File: src/rtl/seq_sub32.sv
// Byte-serial 32-bit subtractor: D = A1 - A2 - bin, one 8-bit slice per clock.
// Results and flags are registered and only change on the done cycle.
module seq_sub32 (
    input  logic        clk,
    input  logic        rst_n,
    input  logic        start,
    input  logic [31:0] A1,
    input  logic [31:0] A2,
    input  logic        bin,
    output logic [31:0] D,
    output logic        B,
    output logic        V,
    output logic        Z,
    output logic        busy,
    output logic        done
);

    typedef enum logic [0:0] {
        IDLE = 1'b0,
        RUN  = 1'b1
    } state_t;

    state_t      state_r;
    state_t      state_nx_s;
    logic [1:0]  k_r;
    logic        borrow_r;
    logic [31:0] a1_r;
    logic [31:0] a2_r;
    logic [23:0] shadow_r;

    logic [7:0]  a_byte_s;
    logic [7:0]  b_byte_s;
    logic [8:0]  diff_s;
    logic        accept_s;
    logic        last_s;
    logic [31:0] result_s;

    // Slice select and 9-bit subtract; bit 8 is the borrow out of the slice
    always_comb begin
        a_byte_s = 8'h00;
        b_byte_s = 8'h00;
        case (k_r)
            2'd0: begin a_byte_s = a1_r[7:0];   b_byte_s = a2_r[7:0];   end
            2'd1: begin a_byte_s = a1_r[15:8];  b_byte_s = a2_r[15:8];  end
            2'd2: begin a_byte_s = a1_r[23:16]; b_byte_s = a2_r[23:16]; end
            2'd3: begin a_byte_s = a1_r[31:24]; b_byte_s = a2_r[31:24]; end
            default: begin a_byte_s = 8'h00; b_byte_s = 8'h00; end
        endcase
        diff_s   = {1'b0, a_byte_s} - {1'b0, b_byte_s} - {8'h00, borrow_r};
        result_s = {diff_s[7:0], shadow_r};
    end

    // Next-state logic and handshake decode
    always_comb begin
        state_nx_s = state_r;
        accept_s   = 1'b0;
        last_s     = 1'b0;
        case (state_r)
            IDLE: begin
                if (start) begin
                    accept_s   = 1'b1;
                    state_nx_s = RUN;
                end else begin
                    state_nx_s = IDLE;
                end
            end
            RUN: begin
                if (k_r == 2'd3) begin
                    last_s     = 1'b1;
                    state_nx_s = IDLE;
                end else begin
                    state_nx_s = RUN;
                end
            end
            default: state_nx_s = IDLE;
        endcase
    end

    // State register
    always_ff @(posedge clk) begin
        if (!rst_n) begin
            state_r <= IDLE;
        end else begin
            state_r <= state_nx_s;
        end
    end

    // Operand capture, slice iteration, and result/flag update at completion
    always_ff @(posedge clk) begin
        if (!rst_n) begin
            k_r      <= 2'd0;
            borrow_r <= 1'b0;
            a1_r     <= 32'h0000_0000;
            a2_r     <= 32'h0000_0000;
            shadow_r <= 24'h00_0000;
            D        <= 32'h0000_0000;
            B        <= 1'b0;
            V        <= 1'b0;
            Z        <= 1'b0;
            busy     <= 1'b0;
            done     <= 1'b0;
        end else begin
            busy <= (state_nx_s == RUN);
            done <= last_s;
            if (accept_s) begin
                a1_r     <= A1;
                a2_r     <= A2;
                borrow_r <= bin;
                k_r      <= 2'd0;
            end else if (state_r == RUN) begin
                borrow_r <= diff_s[8];
                k_r      <= k_r + 2'd1;
                case (k_r)
                    2'd0: shadow_r[7:0]   <= diff_s[7:0];
                    2'd1: shadow_r[15:8]  <= diff_s[7:0];
                    2'd2: shadow_r[23:16] <= diff_s[7:0];
                    default: shadow_r     <= shadow_r;
                endcase
                // The top byte goes straight to D; it is never needed again
                if (last_s) begin
                    D <= result_s;
                    B <= diff_s[8];
                    V <= (a1_r[31] ^ a2_r[31]) & (diff_s[7] ^ a1_r[31]);
                    Z <= (result_s == 32'h0000_0000);
                end else begin
                    D <= D;
                end
            end else begin
                k_r <= k_r;
            end
        end
    end

endmodule

File: config.mk
export PLATFORM = sky130hd
export DESIGN_NAME = seq_sub32
export DESIGN_NICKNAME = d
export VERILOG_FILES = /design/src/rtl/seq_sub32.sv
export SDC_FILE = /design/constraint.sdc
export NUM_CORES = 1
export LEC_CHECK = 0
export CORE_MARGIN = 10
export CORE_UTILIZATION = 30
export CTS_CLUSTER_DIAMETER = 120
export CTS_CLUSTER_SIZE = 20
export DETAILED_ROUTE_END_ITERATION = 8
export PLACE_DENSITY_LB_ADDON = 0.05
export SLEW_MARGIN = 15
export SYNTH_ARGS = -nofsm -noshare
export SYNTH_HDL_FRONTEND = slang
export SYNTH_SLANG_ARGS = --single-unit
File: constraint.sdc
create_clock -name clk -period 4.7 [get_ports clk]
set_input_delay 1.175 -clock clk [delete_from_list [all_inputs] [get_ports clk]]
set_output_delay 1.175 -clock clk [all_outputs]
set_load 0.1 [all_outputs]
==> After elaboration in Yosys (flattened, before gate mapping) <==
Cells that the tools add are included.
{ "classes": {"n_addsub": 3, "eq_ne": 3, "muxes": 10, "bitwise_logic": 6, "reduce_logical": 8} }
{ "op_table": {"columns": ["op", "n"], "rows": [
  ["case mux 8 bit (4 select lines)", 2],
  ["zero test 32 bit", 1],
  ["AND reduction 3 bit", 4],
  ["subtractor 8 x 8 -> 9 bit", 1],
  ["subtractor 9 x 1 -> 9 bit", 1],
  ["two-way mux 1 bit", 7],
  ["equality test 2 bit, second input constant", 2],
  ["NOT 1 bit", 3],
  ["adder 2 x 1 -> 2 bit, second input constant", 1],
  ["equality test 2 x 1 -> 1 bit, second input constant", 1],
  ["zero test 2 bit", 1],
  ["case mux 1 bit (2 select lines)", 1],
  ["nonzero test 2 bit", 1],
  ["OR reduction 2 bit", 1],
  ["bitwise XOR 1 bit", 2],
  ["bitwise AND 1 bit", 1]
]} }
{ "word_totals": {"regBits": 128, "in_bits": 68, "out_inout_bits": 37, "elab_cells": 43} }

==> Longest topological paths before layout <==
Gate-level depths: netlist of the first run.
{ "logic_depth": {"ltp_word": 6, "depth_mapped": 17, "ltp_nobuf": 14} }

==> Worst setup path after synthesis of the first run <==
Ideal clock, no wire load.
{ "synth_timing": {"path_kind": "reg-to-reg", "start": "reg k_r[0]", "end": "reg Z", "setup_ns": 0.062, "t_arrival_ns": 3.304, "required_ns": 4.638, "path_slack_ns": 1.334, "stages_incl_launch_ff": 16, "n_path_buf": 2, "period_less_slack_ns": 3.366, "cell_sequence": "dfxtp_1 -> inv_1 -> ha_1 -> buf_4 -> clkbuf_1 -> a222oi_1 -> a21oi_1 -> fa_1 -> inv_1 -> fa_1 -> nor4b_1 -> nand4_1 -> nor4_1 -> nand4_1 -> nor3_1 -> a22o_1"} }
{ "synth_via": {"elab_chain_cells": 5, "elab_cells_between_ends": 12, "classes_between": "2 x add/sub; 3 x eq/ne; 4 x mux; 3 x reduce/logical"} }
{ "synth_rtl": {"columns": ["element", "line_no", "text"], "rows": [
  ["from (decl)", "25", "logic [1:0] k_r;"],
  ["from (signal assigned)", "112", "k_r <= k_r + 2'd1;"],
  ["from (signal assigned)", "129", "k_r <= k_r;"],
  ["equality test 2 bit, or another cell as far along", "42", "case (k_r)"],
  ["case mux 8 bit (4 select lines)", "42", null],
  ["subtractor 8 x 8 -> 9 bit *", "49", "diff_s = {1'b0, a_byte_s} - {1'b0, b_byte_s} - {8'h00, borrow_r};"],
  ["subtractor 9 x 1 -> 9 bit *", "49", null],
  ["net diff_s[1]", "33", "logic [8:0] diff_s;"],
  ["zero test 32 bit *", "124", "Z <= (result_s == 32'h0000_0000);"],
  ["to (signal assigned)", "124", null],
  ["to (decl)", "13", "output logic Z,"]
]} }
The timed path passes the listed nets; every way through them passes the cells marked *.
A chain may end at the register's enable or synchronous reset.

==> Final worst setup path of the first run <==
Same ends and word-level chain as after synthesis.

==> run metrics, run 1 <==
Syn-to-layout area delta 34.6%; most used flip-flop cell after synthesis sky130_fd_sc_hd__dfxtp_1; number of antenna violations at the first check in global routing 0; GRT met1 Usage 16.6%; antenna cells 0; Warnings, synthesis 0; Setup crit start kind flop; slowest cell on the critical path sky130_fd_sc_hd__ha_1; vias after detailed routing 4630; Least-Margin Pin Slew 1040 ps; Min Hold Slack 462 ps; cell at the root of the clock tree sky130_fd_sc_hd__clkbuf_16; core area 0.0180 mm^2; met3 Resource Use GR 4.52%; Routed Wire Length 15.8 mm; final estimated routing congestion in global placement 0.795; Final Power 3310 uW; Num CTS Buffers 17; total nets after synthesis 712; summed area of non-filler cells in the final layout 0.00743 mm^2; Final Hold Fails 0; Seq/Total Area, Yosys 46.4%; detailed-route vias per instance 4.86; Clk Latency, worst-skew pair ~400 ps; kind of cell with the highest combined delay on the critical path adder cells; power density normalized to cell area 445 mW/mm^2; first-pass GRT wire length 25.3 mm; count leader, synth sky130_fd_sc_hd__nand2_1; portion of synthesized cell area occupied by the leading cell type 46.4%; fraction of the cycle the final worst path needs 83.7%; flip-flop and latch count after synthesis 128; maximum number of pins on one net before global-route repair 65; total track usage 13.1%; cell accounting for the most synthesized area sky130_fd_sc_hd__dfxtp_1; floorplan row count 49; Area contributors post-synth sky130_fd_sc_hd__dfxtp_1, sky130_fd_sc_hd__nand2_1, sky130_fd_sc_hd__a21boi_0; required time of the critical path 5060 ps; DRC 0; cells along the critical path inv_1 -> ha_1 -> a222oi_1 -> nand2_1 -> o21ai_0 -> fa_1 -> inv_1 -> fa_1 -> nor4b_1 -> nand4_1 -> nor4_1 -> nand4_1 -> nor3_1 -> a22o_1; number of synthesized flops with an enable pin 0; busiest grt layer met2; post-synthesis instance total 625; data arrival time of the critical path 4290 ps; CP Class reg -> reg; asr flop ratio synth 0%; run status finished clean; highest achievable clock rate 0.254 GHz; Initial DRT Pass Iterations 7; CTS Sinks around 130; quantity of I/O buffers inserted on ports between 100 and 150; met2 GRT Util between 20 and 25%; unrepaired setup endpoints after global routing no; I/O pins 105; Detailed Place HPWL between 10 and 15 mm; Setup Buffers After CTS 0; kind of end point of the critical path flop; initial cell density of the core 30.6%; Finish-stage setup viols 0; count of unique library cells instantiated by Yosys 52; most frequent cells after synthesis sky130_fd_sc_hd__nand2_1, sky130_fd_sc_hd__dfxtp_1, sky130_fd_sc_hd__a21boi_0, sky130_fd_sc_hd__clkbuf_1, sky130_fd_sc_hd__a22o_1; worst vdd rail ir drop 0.225 mV; number of cells upsized or downsized after cts 0; hold buffers post-CTS 0; leakage dissipation between 0.002 and 0.003 uW; GR Overflow Total 0; time the final worst path needs with I/O delays and setup 3930 ps; Cell Area, Synth ~0.0055 mm^2; post-placement cell area between 0.006 and 0.007 mm^2; per-cell routed wire length 16.6 um; number of H-tree levels 4; post-CTS clock slew at the launch and capture registers of the worst setup and hold paths 60 ps; max-slew violation count 0; Iter 0 DRT Violations 300; remaining max-slew budget at the tightest pin 30.5%; setup TNS 0 ps; Final Core Density 41.2%; max capacitance violation total 0; Die H around 160 um; Die Outline Area around 0.024 mm^2; via count of the first global-routing pass 4592; path category of the worst min-delay check reg -> reg; number of buffers and inverters on the critical path 2; crit path max fanout 18; setup skew after layout between 5 and 6 ps; synthesized area per cell 8.83 um^2; clock tree from TritonCTS yes; largest buffer count on any clock path 2; NumNets Final 798; die width 156 um; CP peak stage delay 690 ps; fraction of layout cells with a size suffix above 1 7.18%; DRT antenna net count 0
==> worst paths after layout <==
path	from	endpoint	slack, ps	cells past startpoint
max	k_r[0]	Z	770	14
min	D[24]	D[24]	460	2
max reg2reg	k_r[0]	Z	770	14
min reg2reg	D[24]	D[24]	460	2
==> kinds of logic (layout without fill, tap and decap cells) <==
logic type,count (synthesis),after routing,share of synthesized area (%)
adders and majority gates,19,19,4.58
buffers and inverters,61,160,4.44
xor gates and xnor gates,5,5,0.793
DFF,128,128,46.4
AOI/OAI and AO/OA,177,177,25.5
muxes,1,1,0.181
and+or+nand+nor,234,234,18.1
==> layout by cell type, fill, tap and decap left out, types with 5 or more instances in the layout <==
cell type	count
sky130_fd_sc_hd__a21oi_1	14
sky130_fd_sc_hd__dfxtp_1	128
sky130_fd_sc_hd__inv_1	16
sky130_fd_sc_hd__ha_1	17
sky130_fd_sc_hd__clkdlybuf4s50_1	103
sky130_fd_sc_hd__clkbuf_16	17
sky130_fd_sc_hd__nor2_1	12
sky130_fd_sc_hd__a21boi_1	6
sky130_fd_sc_hd__a22o_1	29
sky130_fd_sc_hd__a222oi_1	15
sky130_fd_sc_hd__bufinv_16	7
sky130_fd_sc_hd__nor4_1	5
sky130_fd_sc_hd__nand2_1	180
sky130_fd_sc_hd__o21ai_0	15
sky130_fd_sc_hd__o211a_1	9
sky130_fd_sc_hd__a21boi_0	70
sky130_fd_sc_hd__and2_1	7
sky130_fd_sc_hd__buf_4	8
==> per-stage QoR <==
stage / worst slack [ps] / instances
global placement: 1020 / 921
finish: 767 / 953
detailed placement: 765 / 921
global route: 450 / 953
CTS: 747 / 953
floorplan: 1330 / 625
==> power by group <==
part           internal (uW)  leakage (uW)  switching [uW]
clock                   1060      0.000336             483
sequential              1140       0.00104            39.3
combinational            234       0.00149             352
total                   2430       0.00287             874
==> final cells by class <==
| class | instances | area, um^2 |
|---|---|---|
| fill | 1824 | 10600 |
| multi-input combinational | 436 | 2730 |
| sequential | 128 | 2560 |
| timing repair buffer | 112 | 1100 |
| clock buffer | 18 | 439 |
| tap | 229 | 287 |
| clock inverter | 14 | 262 |
| inverter | 16 | 60.1 |
==> metal layers <==
layer / part of all wire (%) / vias to the layer above
met1: 46 / 2149
li1: - / 2353
met5: 0 / -
met4: 1.2 / 0
met3: 6.1 / 13
met2: 46 / 115
==> flip-flops by register name (all words and copies together) (netlist names) <==
name	cells
borrow_r	1
D	32
done	1
busy	1
shadow_r	24
a1_r	32
a2_r	32
V	1
Z	1
B	1
k_r	2
==> worst register-to-register path: cells and delay by family, from the launching register on <==
kind	cells	cell delay (ps)
adder cells (fa/ha/maj)	3	1600
AO/OA/AOI/OAI	3	530
buffers and inverters	2	260
flip-flops	1	330
AND/OR/NAND/NOR	6	1190
(Power assumes the default switching activity.)
==> run 2: changes to the inputs <==
==> constraint.sdc (replaced) <==
create_clock -name clk -period 3.2 [get_ports clk]
set_input_delay 0.8 -clock clk [delete_from_list [all_inputs] [get_ports clk]]
set_output_delay 0.8 -clock clk [all_outputs]
set_load 0.1 [all_outputs]
==> run metrics, run 2 (same netlist as run 1, synthesis figures left out) <==
Final Hold Fails 0; CP Class reg -> reg; leakage dissipation 0.00317 uW; time the final worst path needs with I/O delays and setup around 3200 ps; Cell Count, Final, Fillers Out 993; Detailed Place HPWL 12.1 mm; via count of the first global-routing pass 4937; Worst Setup Slack, final 14.6 ps; I/O pins 105; maximum number of pins on one net before global-route repair 66; kind of cell with the highest combined delay on the critical path compound AO/OA/AOI/OAI gates; fraction of power spent switching nets 28.0%; fraction of power consumed by combinational cells 25.4%; cell at the root of the clock tree sky130_fd_sc_hd__clkbuf_16; launch instance of the worst register-to-register path k_r[1]; largest buffer count on any clock path 2; clock tree from TritonCTS yes; final estimated routing congestion in global placement 0.823; Die Outline Area 0.0242 mm^2; CP peak stage delay 390 ps; Final Power 4960 uW; met3 routed wirelength 989 um; post-CTS clock slew at the launch and capture registers of the worst setup and hold paths roughly 50 ps; first-pass GRT wire length about 26 mm; number of H-tree levels 4; detailed-route vias per instance 4.85; Initial DRT Pass Iterations 5; number of antenna violations at the first check in global routing 0; Finish-stage setup viols 0; P_int 3570 uW; Routed Wire Length 16.7 mm; Highest Signal Layer met4; max capacitance violation total 0; GR Overflow Total 0; power density normalized to cell area 631 mW/mm^2; total net switching power 1390 uW; fraction of layout cells with a size suffix above 1 21.6%; dominant cell type by count on the critical path sky130_fd_sc_hd__ha_4; initial cell density of the core 30.6%; registers with the most flip-flops D: 32 flops, a1_r: 32 flops, a2_r: 32 flops; vias after detailed routing 4818; Die H around 160 um; setup skew after layout 8.34 ps; run status finished clean; number of buffers and inverters on the critical path 3; fraction of the cycle the final worst path needs 99.5%; core area about 0.018 mm^2; quantity of I/O buffers inserted on ports 104; DRC 0; max-slew violation count 0; highest achievable clock rate 0.314 GHz; cells along the critical path buf_6 -> ha_4 -> buf_12 -> a222oi_1 -> a21oi_2 -> ha_1 -> inv_2 -> ha_4 -> o21a_1 -> or2_1 -> a311oi_2 -> o211ai_4 -> nor2b_1 -> a22o_1; startpoint of the lowest-slack hold path a1_r[4]; path category of the worst min-delay check reg -> reg; Setup crit start kind flop; DRT antenna net count 0; data arrival time of the critical path 3490 ps; total track usage 13.5%; relative contribution of sequential cells to total power 34.9%; Syn-to-layout area delta 42.6%; post-placement cell area 0.00697 mm^2; number of cells in the design after placement 952; required time of the critical path 3510 ps; Least-Margin Pin Slew 666 ps; M1 wire length 7.63 mm; wire length on met2 7.75 mm; clock share of power 39.7%; slowest cell on the critical path sky130_fd_sc_hd__a222oi_1; CTS Sinks 128; NumNets Final between 800 and 900; die width approximately 160 um; unrepaired setup endpoints after global routing yes; per-cell routed wire length 16.8 um; Final Core Density 43.7%; worst vdd rail ir drop 0.452 mV; floorplan row count 49; start point of the critical path k_r[1]; summed area of non-filler cells in the final layout 0.00787 mm^2; post-placement worst setup slack -322 ps; number of filler instances in the final layout 1774; crit path max fanout 7; Iter 0 DRT Violations ~260; remaining max-slew budget at the tightest pin 55.6%; kind of end point of the critical path flop; Num CTS Buffers 17; Clk Latency, worst-skew pair 410 ps; antenna cells 0; commonest non-fill, non-tap cell in the layout sky130_fd_sc_hd__nand2_1; commonest non-fill, non-tap cells in the layout sky130_fd_sc_hd__nand2_1, sky130_fd_sc_hd__dfxtp_1, sky130_fd_sc_hd__buf_4
## run 2: cell types whose count changed in the layout (fill, tap and decap cells not counted), sizes merged
cell and change:
buf +76, inv +1, bufinv -4, clkbuf +6, clkdlybuf4s50 -37, clkinvlp -2
## run 2: worst paths after layout
check,endpoint,depth (start not counted),slack (ps)
max,Z,14,10
min,a1_r[4],2,460
max reg2reg,Z,14,10
min reg2reg,a1_r[4],2,460
## run 2: power groups by stage
stage          combinational [uW]  clock, uW  sequential [uW]
3_3_place_gp                 1100          0             1770
3_5_place_dp                 1110          0             1770
2_1_floorplan                 588          0             1750
5_1_grt                      1380       2080             1740
4_1_cts                      1170       2020             1730
6_report                     1260       1970             1730
## run 2: cell type report
type,count,area [um^2],area share [%]
flip-flops and latches,128,2560,32.6
clock inverters,9,131,1.67
inverters,16,60.1,0.763
multi-input cells,436,2930,37.3
well taps,229,287,3.64
repair buffers,153,1420,18.0
clock buffers,22,474,6.02
## run 2: worst register-to-register path, cell delays in order (launching register included)
cell	delay [ps]
sky130_fd_sc_hd__dfxtp_2	330
sky130_fd_sc_hd__buf_6	120
sky130_fd_sc_hd__ha_4	170
sky130_fd_sc_hd__buf_12	140
sky130_fd_sc_hd__a222oi_1	390
sky130_fd_sc_hd__a21oi_2	120
sky130_fd_sc_hd__ha_1	320
sky130_fd_sc_hd__inv_2	70
sky130_fd_sc_hd__ha_4	200
sky130_fd_sc_hd__o21a_1	180
sky130_fd_sc_hd__or2_1	240
sky130_fd_sc_hd__a311oi_2	310
sky130_fd_sc_hd__o211ai_4	160
sky130_fd_sc_hd__nor2b_1	160
sky130_fd_sc_hd__a22o_1	170
## run 2: layer usage
layer,track usage [%],vias to the layer above
met1,17.0,2245
li1,-,2431
met5,0,-
met4,5.17,0
met3,4.22,20
met2,21.1,122
## run 2: through the flow
step / hold slack, ps / TNS [ps]
2_1_floorplan: 440 / -2.77
3_3_place_gp: 451 / -2180
3_5_place_dp: 455 / -3390
4_1_cts: 463 / 0
5_1_grt: 487 / -759
6_report: 459 / 0
## run 2: what timing repair did
| item | CTS | global route |
|---|---|---|
| buffers inserted | 4 | 4 |
| endpoints found under the hold margin | 0 | 0 |
| pin swaps | 12 | 17 |
| gates cloned | 0 | 2 |
| gates resized for setup | 17 | 34 |
| endpoints found under the setup margin | 20 | 20 |
| hold buffers | 0 | 0 |
==> run 3: changes to the inputs <==
--- a/config.mk
+++ b/config.mk
@@ -7,6 +7,7 @@
 export LEC_CHECK = 0
 export CORE_MARGIN = 10
 export CORE_UTILIZATION = 30
+export CTS_BUF_LIST = sky130_fd_sc_hd__clkbuf_8
 export CTS_CLUSTER_DIAMETER = 120
 export CTS_CLUSTER_SIZE = 20
 export DETAILED_ROUTE_END_ITERATION = 8
==> run metrics, run 3 (same netlist as run 1, synthesis figures left out) <==
crit path max fanout 14; via count of the first global-routing pass 4924; slowest cell on the critical path sky130_fd_sc_hd__a222oi_1; max-slew violation count 0; Levels on crit path 13; antenna cells 0; instance count along the most critical hold path 2; time the final worst path needs with I/O delays and setup 3170 ps; startpoint of the lowest-slack hold path a1_r[4]; r2r worst-path depth 13; start point of the critical path k_r[1]; data arrival time of the critical path 3490 ps; unrepaired setup endpoints after global routing yes; vias after detailed routing 4811; commonest non-fill, non-tap cells in the layout sky130_fd_sc_hd__nand2_1, sky130_fd_sc_hd__dfxtp_1, sky130_fd_sc_hd__buf_4; required time of the critical path 3520 ps; clock share of power between 30% and 40%; CP peak stage delay 400 ps; GR Overflow Total 0; post-placement cell area roughly 0.0070 mm^2; per-cell routed wire length 16.9 um; DRC 0; detailed-route vias per instance 4.86; run status finished clean; fraction of layout cells with a size suffix above 1 20.9%; relative contribution of sequential cells to total power about two fifths; cell at the root of the clock tree sky130_fd_sc_hd__clkbuf_8; number of H-tree levels 4; Finish-stage setup viols 0; Final Hold Fails 0; maximum number of pins on one net before global-route repair 66; fraction of power spent switching nets 29.9%; worst vdd rail ir drop slightly above 0.3 mV; remaining max-slew budget at the tightest pin 55.6%; max capacitance violation total 0; fraction of power consumed by combinational cells approximately 28%; CTS Sinks 128; Iter 0 DRT Violations approximately 250; largest buffer count on any clock path 2; Min Hold Slack roughly 460 ps; Detailed Place HPWL 12.1 mm; Least-Margin Pin Slew 666 ps; P_int 3110 uW; number of filler instances in the final layout 1791; I/O pins 105; clock tree from TritonCTS yes; core area 0.0180 mm^2; leakage dissipation 0.00307 uW; summed area of non-filler cells in the final layout 0.00763 mm^2; number of antenna violations at the first check in global routing 0; registers with the most flip-flops D: 32 flops, a1_r: 32 flops, a2_r: 32 flops; Routed Wire Length between 15 and 20 mm; Die H 156 um; power density normalized to cell area 580 mW/mm^2; total net switching power between 1000 and 1500 uW; post-CTS clock slew at the launch and capture registers of the worst setup and hold paths approximately 70 ps; setup TNS 0 ps; dominant cell type by count on the critical path sky130_fd_sc_hd__ha_4; kind of cell with the highest combined delay on the critical path compound AO/OA/AOI/OAI gates; highest achievable clock rate ~0.32 GHz; CP Class reg -> reg; die width 156 um; cells along the critical path buf_6 -> ha_4 -> a222oi_1 -> a21oi_2 -> ha_1 -> inv_2 -> ha_4 -> o21a_1 -> or2_1 -> a311oi_2 -> o211ai_4 -> nor2b_1 -> a22o_1; Clk Latency, worst-skew pair 430 ps; Num CTS Buffers 17; Setup crit start kind flop; path category of the worst min-delay check reg -> reg; slack of the worst reg-to-reg path between 30 and 40 ps; fraction of the cycle the final worst path needs between 90% and 100%; Final Core Density 42.3%; launch instance of the worst register-to-register path k_r[1]; Initial DRT Pass Iterations 5; first-pass GRT wire length 26.2 mm; initial cell density of the core 30.6%; total track usage 13.4%; Syn-to-layout area delta 38.2%; Die Outline Area around 0.024 mm^2; setup skew after layout 9.38 ps; quantity of I/O buffers inserted on ports 104; hold buffers post-CTS 0; kind of end point of the critical path flop; DRT antenna net count 0; number of buffers and inverters on the critical path 2; final estimated routing congestion in global placement ~0.8; commonest non-fill, non-tap cell in the layout sky130_fd_sc_hd__nand2_1; NumNets Final 836; floorplan row count 49
[run 3: power by group through the flow]
stage	registers (uW)	logic [uW]	clock network (uW)
6_report	1730	1250	1450
5_1_grt	1740	1360	1550
4_1_cts	1730	1170	1490
3_5_place_dp	1770	1110	0
3_3_place_gp	1770	1100	0
2_1_floorplan	1750	588	0
[run 3: final timing paths]
path | to
max reg2reg | Z
min | a1_r[4]
max | Z
min reg2reg | a1_r[4]
[run 3: timing repair]
item,in CTS,in global routing
pin swaps,12,10
setup endpoints to repair,20,20
cloned,0,2
gates resized for setup,17,30
setup buffers,4,3
[run 3: area by class of cell]
class | count | area (um^2) | area share, %
Timing Repair Buffer | 150 | 1370 | 18.0
Sequential cell | 128 | 2560 | 33.6
Clock buffer | 20 | 275 | 3.61
Tap cell | 229 | 287 | 3.76
Inverter | 16 | 65.1 | 0.853
Clock inverter | 11 | 139 | 1.82
Multi-Input combinational cell | 436 | 2930 | 38.3
[run 3: metal layers]
layer,GRT usage [%],vias up,wire [um]
met5,0,-,0
met4,3.48,0,187
met3,4.71,9,978
met2,21.3,118,7910
met1,17.0,2264,7700
li1,-,2420,-
[run 3: per-stage QoR]
stage	worst slack (ps)	power [uW]	cells
3_3_place_gp	-233	2860	952
3_5_place_dp	-322	2880	952
5_1_grt	-112	4650	990
6_report	33.5	4430	990
4_1_cts	7.02	4380	987
2_1_floorplan	-2.77	2340	625
[run 3: tightest hold or removal path: stages, from the launching register on]
cell and delay [ps]:
sky130_fd_sc_hd__dfxtp_1 310, sky130_fd_sc_hd__nand2_1 40, sky130_fd_sc_hd__a21boi_0 60
